<file path="config.mk">
export PLATFORM = sky130hd
export DESIGN_NAME = exu_alu_cmt_buf
export DESIGN_NICKNAME = d
export VERILOG_FILES = /design/src/rtl/exu_alu_cmt_buf.sv
export SDC_FILE = /design/constraint.sdc
export NUM_CORES = 1
export LEC_CHECK = 0
export CELL_PAD_IN_SITES_DETAIL_PLACEMENT = 0
export CELL_PAD_IN_SITES_GLOBAL_PLACEMENT = 1
export CORE_MARGIN = 2
export CORE_UTILIZATION = 40
export DETAILED_ROUTE_END_ITERATION = 8
export PLACE_DENSITY_LB_ADDON = 0.1
export SKIP_LAST_GASP = 1
export SYNTH_ARGS = -nofsm -noshare
export SYNTH_HDL_FRONTEND = slang
export SYNTH_SLANG_ARGS = --single-unit
</file>
<file path="constraint.sdc">
create_clock -name clk -period 11.5 [get_ports clk]
set_input_delay 1.725 -clock clk [delete_from_list [all_inputs] [get_ports clk]]
set_output_delay 1.725 -clock clk [all_outputs]
set_load 0.005 [all_outputs]
</file>
<file path="src/rtl/exu_alu_cmt_buf.sv">
// ALU-to-commit buffer: a small in-order FIFO between the ALU result stage and
// the commit stage. Stalls intake behind an ebreak until it commits, and
// freezes (discarding all entries) once commit reports a trap.
//
// Ports:
//   clk, rst             clock; synchronous active-low reset
//   alu_o_*              ALU result handshake + payload (enqueue side)
//   cmt_o_*              head entry handshake + payload (dequeue side)
//   commit_trap          commit raised a trap; buffer halts until reset
//   buf_count            occupied entries
//   buf_halted           buffer frozen after a trap
//   retire_cnt           running count of commit handshakes (wraps)

`ifndef PC_SIZE
`define PC_SIZE 32
`endif
`ifndef INSTR_SIZE
`define INSTR_SIZE 32
`endif
`ifndef XLEN
`define XLEN 32
`endif

package exu_alu_cmt_buf_pkg;

  localparam int unsigned PC_W    = `PC_SIZE;
  localparam int unsigned INSTR_W = `INSTR_SIZE;
  localparam int unsigned XLEN_W  = `XLEN;

  // One buffered ALU result
  typedef struct packed {
    logic [PC_W-1:0]    pc;
    logic [INSTR_W-1:0] instr;
    logic               pc_vld;
    logic [XLEN_W-1:0]  imm;
    logic               ebreak;
  } cmt_entry_t;

endpackage

module exu_alu_cmt_buf
  import exu_alu_cmt_buf_pkg::*;
#(
  parameter int unsigned DEPTH = 2
) (
  input  logic                       clk,
  input  logic                       rst,
  input  logic                       alu_o_valid,
  output logic                       alu_o_ready,
  input  logic [PC_W-1:0]            alu_o_pc,
  input  logic [INSTR_W-1:0]         alu_o_instr,
  input  logic                       alu_o_pc_vld,
  input  logic [XLEN_W-1:0]          alu_o_imm,
  input  logic                       alu_o_ebreak,
  output logic                       cmt_o_valid,
  input  logic                       cmt_o_ready,
  output logic [PC_W-1:0]            cmt_o_pc,
  output logic [INSTR_W-1:0]         cmt_o_instr,
  output logic                       cmt_o_pc_vld,
  output logic [XLEN_W-1:0]          cmt_o_imm,
  output logic                       cmt_o_ebreak,
  input  logic                       commit_trap,
  output logic [$clog2(DEPTH):0]     buf_count,
  output logic                       buf_halted,
  output logic [63:0]                retire_cnt
);

  localparam int unsigned PTR_W = $clog2(DEPTH);
  localparam int unsigned CNT_W = PTR_W + 1;

  typedef enum logic {
    ST_RUN  = 1'b0,
    ST_HALT = 1'b1
  } state_e;

  state_e           state_q, state_d;
  cmt_entry_t       mem_q [DEPTH];
  logic [PTR_W-1:0] wr_ptr_q, rd_ptr_q;
  logic [CNT_W-1:0] count_q;
  logic             fence_q;
  logic [63:0]      retire_q;

  logic             full, halted, enq, deq, trap_now;
  cmt_entry_t       head, wr_entry;

  // Handshake qualifiers, all derived from registered state only
  assign halted      = (state_q == ST_HALT);
  assign full        = (count_q == CNT_W'(DEPTH));
  assign alu_o_ready = !full && !halted && !fence_q;
  assign cmt_o_valid = (count_q != '0) && !halted;
  assign enq         = alu_o_valid && alu_o_ready;
  assign deq         = cmt_o_valid && cmt_o_ready;

  assign wr_entry = '{pc:     alu_o_pc,
                      instr:  alu_o_instr,
                      pc_vld: alu_o_pc_vld,
                      imm:    alu_o_imm,
                      ebreak: alu_o_ebreak};

  assign head = mem_q[rd_ptr_q];

  // Head payload is forced to zero whenever nothing is offered
  assign cmt_o_pc     = cmt_o_valid ? head.pc     : '0;
  assign cmt_o_instr  = cmt_o_valid ? head.instr  : '0;
  assign cmt_o_pc_vld = cmt_o_valid ? head.pc_vld : 1'b0;
  assign cmt_o_imm    = cmt_o_valid ? head.imm    : '0;
  assign cmt_o_ebreak = cmt_o_valid ? head.ebreak : 1'b0;

  assign buf_count  = count_q;
  assign buf_halted = halted;
  assign retire_cnt = retire_q;

  // State register
  always_ff @(posedge clk) begin
    if (!rst) begin
      state_q <= ST_RUN;
    end else begin
      state_q <= state_d;
    end
  end

  // Next state: a trap in RUN halts; HALT is only left through reset
  always_comb begin
    state_d  = state_q;
    trap_now = 1'b0;
    case (state_q)
      ST_RUN: begin
        if (commit_trap) begin
          state_d  = ST_HALT;
          trap_now = 1'b1;
        end
      end
      ST_HALT: state_d = ST_HALT;
      default: state_d = ST_RUN;
    endcase
  end

  // Entry storage; stale contents are harmless since count gates visibility
  always_ff @(posedge clk) begin
    if (enq) begin
      mem_q[wr_ptr_q] <= wr_entry;
    end
  end

  // Pointers, occupancy, fence and retire counter
  always_ff @(posedge clk) begin
    if (!rst) begin
      wr_ptr_q <= '0;
      rd_ptr_q <= '0;
      count_q  <= '0;
      fence_q  <= 1'b0;
      retire_q <= '0;
    end else begin
      // A handshake on the halting edge still retires
      if (deq) begin
        retire_q <= retire_q + 64'd1;
      end
      if (trap_now) begin
        wr_ptr_q <= '0;
        rd_ptr_q <= '0;
        count_q  <= '0;
        fence_q  <= 1'b0;
      end else begin
        if (enq) begin
          wr_ptr_q <= wr_ptr_q + PTR_W'(1);
        end
        if (deq) begin
          rd_ptr_q <= rd_ptr_q + PTR_W'(1);
        end
        case ({enq, deq})
          2'b10:   count_q <= count_q + CNT_W'(1);
          2'b01:   count_q <= count_q - CNT_W'(1);
          default: count_q <= count_q;
        endcase
        // Fence only admits one ebreak, so the ebreak entry is the youngest
        if (enq && alu_o_ebreak) begin
          fence_q <= 1'b1;
        end else if (deq && head.ebreak) begin
          fence_q <= 1'b0;
        end
      end
    end
  end

endmodule

</file>
==> flow_summary.yaml, run 1 <==
pwr:
  clkPwrFrac_pct: 40.3
  power.leakage_uw: 0.00462
  power.internal_uw: 1650
  sw_frac_of_total_pct: 21.6
  power_density_nw_per_um2: 143
  p_sw_uw: 456
  comb_power_share_pct: 8.2
  seqPwrFrac_pct: 51.5
  irDropWorstVdd_mv: 0.127
global_routing:
  grtUsageTotal_pct: 17.7
  grt_start_max_net_pins: 90
  grt_pass1_wl_um: 40000
  antenna_found_initial: 2
  grt_pass1_vias: 7155
  overflow: 0
status:
  status: "finished clean"
logic_synthesis:
  synth_flop_cell: "edfxtp_1"
  synth_top_cell_area_share_pct: 54.0
  ys_types: 39
  yosysTopAreaCell: "edfxtp_1"
  synth_nets: 952
  yosysWarnings: 0
  avgSynthCellArea_sq_um: 12.9
  synthArstFlopShare_pct: 0
  synth_edf_count: 196
  synth.most_common_cell: "edfxtp_1"
  ys_seq_area_share_pct: 67.1
  synth_seq_cells: 267
  syn_area_sq_um: 10900
  synth_common_cells: "edfxtp_1 (196), nor2_1 (131), mux2i_1 (111)"
  synthCells: 847
  synth_area_leaders: "edfxtp_1 (54%), dfxtp_1 (13%), mux2i_1 (10%)"
cts:
  cts_tree: "done"
  clockBufferDepth: 3
  clock-sinks: 267
  clk_pin_slew_worst_paths_ns: 0.06
  htree_num_levels: 1
  cts_buffers: 29
  cts.repair.resized: 0
  clockRootBuffer: "clkbuf_16"
  clock_latency_ns: 0.55
  postCtsHoldBufs: 0
  postCtsSetupRepairBufs: 0
place:
  dp_hpwl_um: 17100
  place.gp.congestion: 0.747
  dpl_worst_slack_ns: 6.94
  port_buffers: 269
  placed_cell_area_sq_um: 13900
routing:
  drc: 0
  num_vias: 7637
  wire_per_inst_um: 18.0
  drtPass1Iterations: 5
  wl_um: 26500
  avgViaCountPerCell: 5.17
  drt.antenna.violating_nets: 0
  drtIter0Drc: 502
layout:
  fin_area_sq_um: 14800
  fin_nets: 1216
  drive_gt1_share_pct: 4.24
  areaGrowthSynthToFinish_pct: 35.7
floorplanning:
  fp.dieH_um: 169
  dieArea_sq_um: 28600
  boundaryPins: 270
  start_util_pct: 40.5
  rows: 60
  core_area_sq_um: 26900
  chipWidth_um: 169
setup_path:
  crit_fanout: 54
  crit_required_ns: 9.78
  worstSetupEndpointType: "output pin"
  crit_arrival_ns: 3.27
  critPathKind: "reg2out"
  cp-start-kind: "register"
  rr_worst_depth: 5
timing:
  finClkSkew_ns: 0.0189
  worst_slack_ns: 6.51
  worstMarginPinSlew_ns: 1.10
  hold_slack_ns: 0.485
  hold_viol: 0
  min_period_ns: 4.99
  report.final.slew_viol_count: 0
  slew_headroom_pct: 26.0
  timing.setup.tns_ns: 0
  final-setup-viol-count: 0
  finalCritPeriodShare_pct: 43.4
  clock.fmax_ghz: 0.200
  rsz0062_at_grt: "no"
hold_path:
  hold_path_depth: 2
  min_path_type: "reg2reg"
run:
  max_cap_viol_count: 0
-- power groups by stage --
stage	Combinational (uW)	Sequential, uW	Clock (uW)
6_report	173	1090	850
5_1_grt	188	1090	917
4_1_cts	176	1090	873
3_5_place_dp	175	1110	0
3_3_place_gp	174	1110	0
2_1_floorplan	70.2	1110	0
-- cell type report --
type | count | area, sq um
antenna | 2 | 5.00
clock buffer | 42 | 774
clock inverter | 11 | 83.8
fill | 2307 | 12100
inverter | 13 | 48.8
multi-input combinational | 524 | 3390
sequential | 267 | 7310
tap | 341 | 427
timing repair buffer | 276 | 2750
-- logic make-up after synthesis --
family / count (synthesis) / synth area share [%]
AOI/OAI and AO/OA: 76 / 4.34
xor gates and xnor gates: 20 / 1.61
adders and majority gates: 2 / 0.230
buffers and inverters: 56 / 2.10
DFF: 267 / 67.1
muxes: 111 / 10.2
and+or+nand+nor: 315 / 14.5
-- through the flow --
step / utilization, % / power [uW] / std cells
6_report: 55.0 / 2110 / 1476
5_1_grt: 55.0 / 2200 / 1475
4_1_cts: 55.0 / 2140 / 1474
3_5_place_dp: 51.8 / 1280 / 1421
3_3_place_gp: 51.8 / 1280 / 1421
2_1_floorplan: - / 1180 / 847
-- per-layer routing --
layer	GRT usage (%)	vias to the layer above	share of wire, %
li1	-	3709	-
met1	24.4	3649	45
met2	27.2	243	45
met3	5.63	36	8.3
met4	4.61	0	1.9
met5	0	-	0
-- flip-flops by register name (all words and copies together), names as in the netlist, named ones only --
name        count
mem_q         196
retire_cnt     64
buf_halted      1
fence_q         1
wr_ptr_q        1
buf_count       2
rd_ptr_q        1
-- worst max-delay path, cell delays in order, from the launching register on --
cell and delay (ns):
dfxtp_4 0.88, buf_4 0.88, mux2i_1 0.17, nor2_1 0.14, clkdlybuf4s50_1 0.59
-- final timing paths --
path | slack [ns] | end | from
setup reg to reg | 8.25 | mem_q[0][89] | buf_count[0]
hold reg to reg | 0.49 | retire_cnt[63] | retire_cnt[63]
setup / recovery | 6.51 | cmt_o_instr[16] | register
hold / removal | 0.49 | retire_cnt[63] | retire_cnt[63]
-- cells in the final DEF, fill, tap and decap left out, drive strengths merged, types with 8 or more instances in the layout --
master,n
or4,20
clkinv,9
o31ai,16
nor2,131
xnor2,16
or3,17
a21oi,31
edfxtp,196
o21ai,14
nor3,13
mux2i,111
and3,8
nor4,9
inv,14
nand4,29
nand2b,16
nand3,31
dfxtp,71
nand2,29
clkdlybuf4s50,269
clkbuf,42
(Power assumes the default switching activity.)
==> run 2, diff against run 1 <==
--- a/config.mk
+++ b/config.mk
@@ -8,7 +8,7 @@
 export CELL_PAD_IN_SITES_DETAIL_PLACEMENT = 0
 export CELL_PAD_IN_SITES_GLOBAL_PLACEMENT = 1
 export CORE_MARGIN = 2
-export CORE_UTILIZATION = 40
+export CORE_UTILIZATION = 39
 export DETAILED_ROUTE_END_ITERATION = 8
 export PLACE_DENSITY_LB_ADDON = 0.1
 export SKIP_LAST_GASP = 1
==> constraint.sdc (replaced) <==
create_clock -name clk -period 4.77 [get_ports clk]
set_input_delay 0.7155 -clock clk [delete_from_list [all_inputs] [get_ports clk]]
set_output_delay 0.7155 -clock clk [all_outputs]
set_load 0.005 [all_outputs]
==> run 2 against run 1 <==
Effect of this change: clock power grew to 2.5 times the previous value; cell count up 2.5%; count of clock-buffer cells in the layout fell by 4; sequential power rose by 140%; register-to-register slack got worse by 6.6 ns; first-iteration DRC count grew 14%; clock skew fell by 0.011 ns.
==> flow_summary.yaml, run 2 (synthesis gave the netlist of run 1 again) <==
status:
  status: "finished clean"
routing:
  num_vias: 7605
  wire_per_inst_um: 17.6
  drtPass1Iterations: 4
  drt.antenna.violating_nets: 0
  drtIter0Drc: 573
  avgViaCountPerCell: 5.03
  wl_um: 26600
  drc: 0
timing:
  final-setup-viol-count: 0
  finalCritPeriodShare_pct: 74.3
  report.final.slew_viol_count: 0
  worstMarginPinSlew_ns: 1.10
  hold_viol: 0
  worst_slack_ns: 1.23
  finClkSkew_ns: 0.00806
  min_period_ns: 3.54
  rsz0062_at_grt: "no"
  slew_headroom_pct: 26.7
  clock.fmax_ghz: 0.282
layout:
  drive_gt1_share_pct: 5.02
  fin_nets: 1219
  largest_register: "mem_q"
  fin_area_sq_um: 14900
  layout_commonest_cell: "clkdlybuf4s50_1"
  postLayoutCoreUtil_pct: 54.0
  areaGrowthSynthToFinish_pct: 36.9
  antenna_cells: 0
  layout.cells.non_filler: 1513
  final_cell_mix: "clkdlybuf4s50_1 (269), edfxtp_1 (196), nor2_1 (129)"
  largest_register_ffs: 196
  fillCellCount: 2434
pwr:
  irDropWorstVdd_mv: 0.297
  power_uw: 5190
  power_density_nw_per_um2: 348
  power.leakage_uw: 0.00467
setup_path:
  timing.critical_path.cells: "o21bai_4 -> buf_12 -> inv_1 -> clkdlybuf4s50_1"
  critical-path-top-delay-family: "buffers and inverters"
  worstSetupEndpointType: "output pin"
  crit_buf_inv: 3
  crit_required_ns: 4.05
  cp-start-kind: "register"
  r2r_end: "retire_cnt[50]"
  crit_arrival_ns: 2.83
  rrSetupSlack_ns: 1.68
  crit_path_top_delay_cell: "o21bai_4"
  crit_fanout: 63
  critPathKind: "reg2out"
  rr_startpoint: "buf_count[0]"
  startpoint: "buf_count[0]"
  rr_worst_depth: 5
  cpPeakStageDelay_ns: 0.86
floorplanning:
  rows: 61
  start_util_pct: 39.4
  boundaryPins: 270
  fp.dieH_um: 171
  chipWidth_um: 171
  core_area_sq_um: 27600
  dieArea_sq_um: 29300
global_routing:
  grt_pass1_vias: 7035
  overflow: 0
  grtUsageTotal_pct: 17.3
  grt_pass1_wl_um: 39800
  grt_start_max_net_pins: 99
  antenna_found_initial: 1
cts:
  clockRootBuffer: "clkbuf_16"
  cts_tree: "done"
  clk_pin_slew_worst_paths_ns: 0.06
  htree_num_levels: 1
  clockBufferDepth: 3
  clock_latency_ns: 0.54
  postCtsHoldBufs: 0
  cts.repair.resized: 0
  postCtsSetupRepairBufs: 0
  clock-sinks: 267
  cts_buffers: 29
hold_path:
  hold_path_depth: 2
  min_path_type: "reg2reg"
  min-delay-start: "retire_cnt[63]"
  min_to: "retire_cnt[63]"
place:
  dp_cells: 1461
  port_buffers: 269
  placed_cell_area_sq_um: 14000
  dpl_worst_slack_ns: 1.25
  dp_hpwl_um: 17400
  place.gp.congestion: 0.772
run:
  max_cap_viol_count: 0
[run 2: worst max-delay path by stage]
stage,cells past startpoint,slack (ns),endpoint
after floorplan,4,-0.91,mem_q[0][0]
after global placement,6,1.34,retire_cnt[40]
after detailed placement,6,1.25,retire_cnt[50]
after CTS,4,1.13,cmt_o_valid
after global routing,4,0.98,cmt_o_valid
final,4,1.23,cmt_o_valid
[run 2: through the flow]
stage	hold WS (ns)	TNS (ns)
floorplan	0.448	-178.59
global placement	0.464	0
detailed placement	0.477	0
CTS	0.485	0
global route	0.514	0
finish	0.483	0
[run 2: worst reg2reg max path: stages (launching register included)]
cell and delay [ns]:
dfxtp_1 0.46, o21bai_4 0.36, or3_1 0.57, or3_1 0.78, or4_1 0.68, a21oi_1 0.17
[run 2: final cells by class]
class	count	area, sq um	area share, %
repair buffers	279	2790	18.7
clock buffers	38	759	5.09
inverters	13	48.8	0.327
flip-flops and latches	267	7310	49.0
multi-input cells	524	3390	22.7
clock inverters	14	141	0.948
well taps	378	473	3.17
[run 2: routing by layer]
metal | track usage (%) | vias to the layer above | wire length [um]
met5 | 0 | - | 13
met4 | 4.05 | 2 | 440
met3 | 3.75 | 31 | 1760
met2 | 27.4 | 206 | 12300
met1 | 24.3 | 3655 | 12100
li1 | - | 3711 | -
[run 2: report_power, final]
part / total [uW] / switching (uW) / internal, uW
sequential: 2620 / 30.0 / 2590
clock: 2150 / 879 / 1270
combinational: 420 / 195 / 225
total: 5190 / 1100 / 4090
==> run 3, diff against run 2 <==
==> constraint.sdc (replaced) <==
create_clock -name clk -period 3.3 [get_ports clk]
set_input_delay 0.495 -clock clk [delete_from_list [all_inputs] [get_ports clk]]
set_output_delay 0.495 -clock clk [all_outputs]
set_load 0.005 [all_outputs]
==> run 3 against run 2 <==
Effect of this change: sequential cell count stayed put; power up 44%; non-clock buffer count increased by 8; combinational power is 49% higher; via count grew 1.7%; cell count increased by 0.73%; register-to-register slack worse by 1.2 ns; critical path depth increased by 1; worst hold slack improved by 0.0079 ns; clock skew rose by 0.0023 ns; critical path type is now reg2reg; critical endpoint is now retire_cnt[57]; largest power group unchanged; highest routed layer unchanged.
==> flow_summary.yaml, run 3 (synthesis gave the netlist of run 1 again) <==
timing:
  finalCritPeriodShare_pct: 84.1
  clock.fmax_ghz: 0.360
  slew_headroom_pct: 56.2
  final-setup-viol-count: 0
  report.final.slew_viol_count: 0
  finClkSkew_ns: 0.0104
  min_period_ns: 2.77
  rsz0062_at_grt: "no"
  hold_viol: 0
  timing.setup.tns_ns: 0
  worstMarginPinSlew_ns: 0.650
pwr:
  irDropWorstVdd_mv: 0.377
  power_uw: 7460
  power.internal_uw: 5880
  power.leakage_uw: 0.00472
  seqPwrFrac_pct: 50.6
  sw_frac_of_total_pct: 21.3
  p_sw_uw: 1590
  power_density_nw_per_um2: 496
  comb_power_share_pct: 8.4
  clkPwrFrac_pct: 41.0
cts:
  clockRootBuffer: "clkbuf_16"
  clk_pin_slew_worst_paths_ns: 0.06
  postCtsHoldBufs: 0
  clock-sinks: 267
  clock_latency_ns: 0.53
  postCtsSetupRepairBufs: 0
  clockBufferDepth: 3
  htree_num_levels: 1
  cts_buffers: 29
  cts.repair.resized: 0
  cts_tree: "done"
layout:
  fillCellCount: 2372
  largest_register: "mem_q"
  areaGrowthSynthToFinish_pct: 38.1
  largest_register_ffs: 196
  drive_gt1_share_pct: 6.03
  layout_commonest_cell: "clkdlybuf4s50_1"
  final_cell_mix: "clkdlybuf4s50_1 (269), edfxtp_1 (196), nor2_1 (129)"
  fin_nets: 1227
routing:
  wl_um: 26800
  drt.antenna.violating_nets: 0
  drtPass1Iterations: 5
  drc: 0
  wire_per_inst_um: 17.6
  drtIter0Drc: 367
  avgViaCountPerCell: 5.07
  num_vias: 7731
global_routing:
  grt_pass1_wl_um: 40900
  antenna_found_initial: 7
  grtUsageTotal_pct: 17.7
  grt_start_max_net_pins: 101
  grt_pass1_vias: 7410
  overflow: 0
setup_path:
  rr_worst_depth: 5
  crit_arrival_ns: 3.24
  critPathKind: "reg2reg"
  critical-path-top-delay-family: "simple AND/OR/NAND/NOR gates"
  crit_buf_inv: 0
  crit_path_top_delay_cell: "or4_1"
  timing.critical_path.cells: "nand4_2 -> or3_1 -> or4_1 -> or4_1 -> a21oi_1"
  worstSetupEndpointType: "register"
  cpMostUsedCell: "or4_1"
  crit_required_ns: 3.76
  cp-start-kind: "register"
  cpPeakStageDelay_ns: 0.83
  crit_fanout: 16
  worstSetupPathDepth: 5
floorplanning:
  chipWidth_um: 171
  dieArea_sq_um: 29300
  boundaryPins: 270
  rows: 61
  fp.dieH_um: 171
  core_area_sq_um: 27600
  start_util_pct: 39.4
status:
  status: "finished clean"
place:
  place.gp.congestion: 0.798
  port_buffers: 269
  dp_hpwl_um: 17700
run:
  max_cap_viol_count: 0
hold_path:
  min_path_type: "reg2reg"
  hold_path_depth: 2
==> run 3: cell types whose count changed in the layout (fill, tap and decap cells not counted) <==
cell        change
buf_12          +5
clkinvlp_4      +4
buf_4           +3
clkinv_1        -2
bufinv_16       -1
clkbuf_8        +1
diode_2         +1
==> run 3: through the flow <==
stage / hold slack [ns] / instance area [sq um] / setup slack, ns / util (%) / instances
2_1_floorplan: 0.448 / 10900 / -0.751 / - / 847
3_3_place_gp: 0.476 / 14100 / 0.318 / 51.2 / 1469
3_5_place_dp: 0.484 / 14100 / 0.232 / 51.2 / 1469
4_1_cts: 0.494 / 15000 / 0.472 / 54.4 / 1523
5_1_grt: 0.503 / 15000 / 0.357 / 54.4 / 1523
6_report: 0.491 / 15000 / 0.526 / 54.4 / 1524
==> run 3: tightest hold or removal path: stages (launching register included) <==
cell     delay [ns]
dfxtp_1        0.32
o31ai_1        0.07
a21oi_1        0.05
==> run 3: area by class of cell <==
| type | count | area [sq um] | share of cell area, % |
|---|---|---|---|
| Antenna cell | 1 | 2.50 | 0.0166 |
| Tap cell | 378 | 473 | 3.14 |
| Multi-Input combinational cell | 524 | 3390 | 22.5 |
| Timing Repair Buffer | 287 | 2920 | 19.4 |
| Inverter | 13 | 48.8 | 0.324 |
| Clock inverter | 15 | 134 | 0.890 |
| Sequential cell | 267 | 7310 | 48.6 |
| Clock buffer | 39 | 773 | 5.14 |
==> run 3: power by group through the flow <==
stage / Clock [uW] / Combinational [uW] / Sequential [uW]
floorplan: 0 / 246 / 3850
detailed placement: 0 / 635 / 3850
finish: 3060 / 624 / 3780
global placement: 0 / 629 / 3850
global route: 3270 / 682 / 3790
CTS: 3150 / 638 / 3780
==> run 3: path summary, 6_finish.rpt <==
kind	end	from	slack, ns
worst min register to register	retire_cnt[63]	retire_cnt[63]	0.49
worst min-delay path	retire_cnt[63]	retire_cnt[63]	0.49
worst max register to register	retire_cnt[57]	retire_cnt[16]	0.53
worst max-delay path	retire_cnt[57]	retire_cnt[16]	0.53
==> run 3: layer usage <==
layer  up-vias  global-route usage (%)  wire [um]  part of all wire, %
met2       227                    29.0      12600                   47
met4         8                    3.43        287                  1.1
li1       3735                       -          -                    -
met3        28                    5.07       2030                  7.6
met1      3733                    23.5      11800                   44
met5         -                       0         47                 0.18
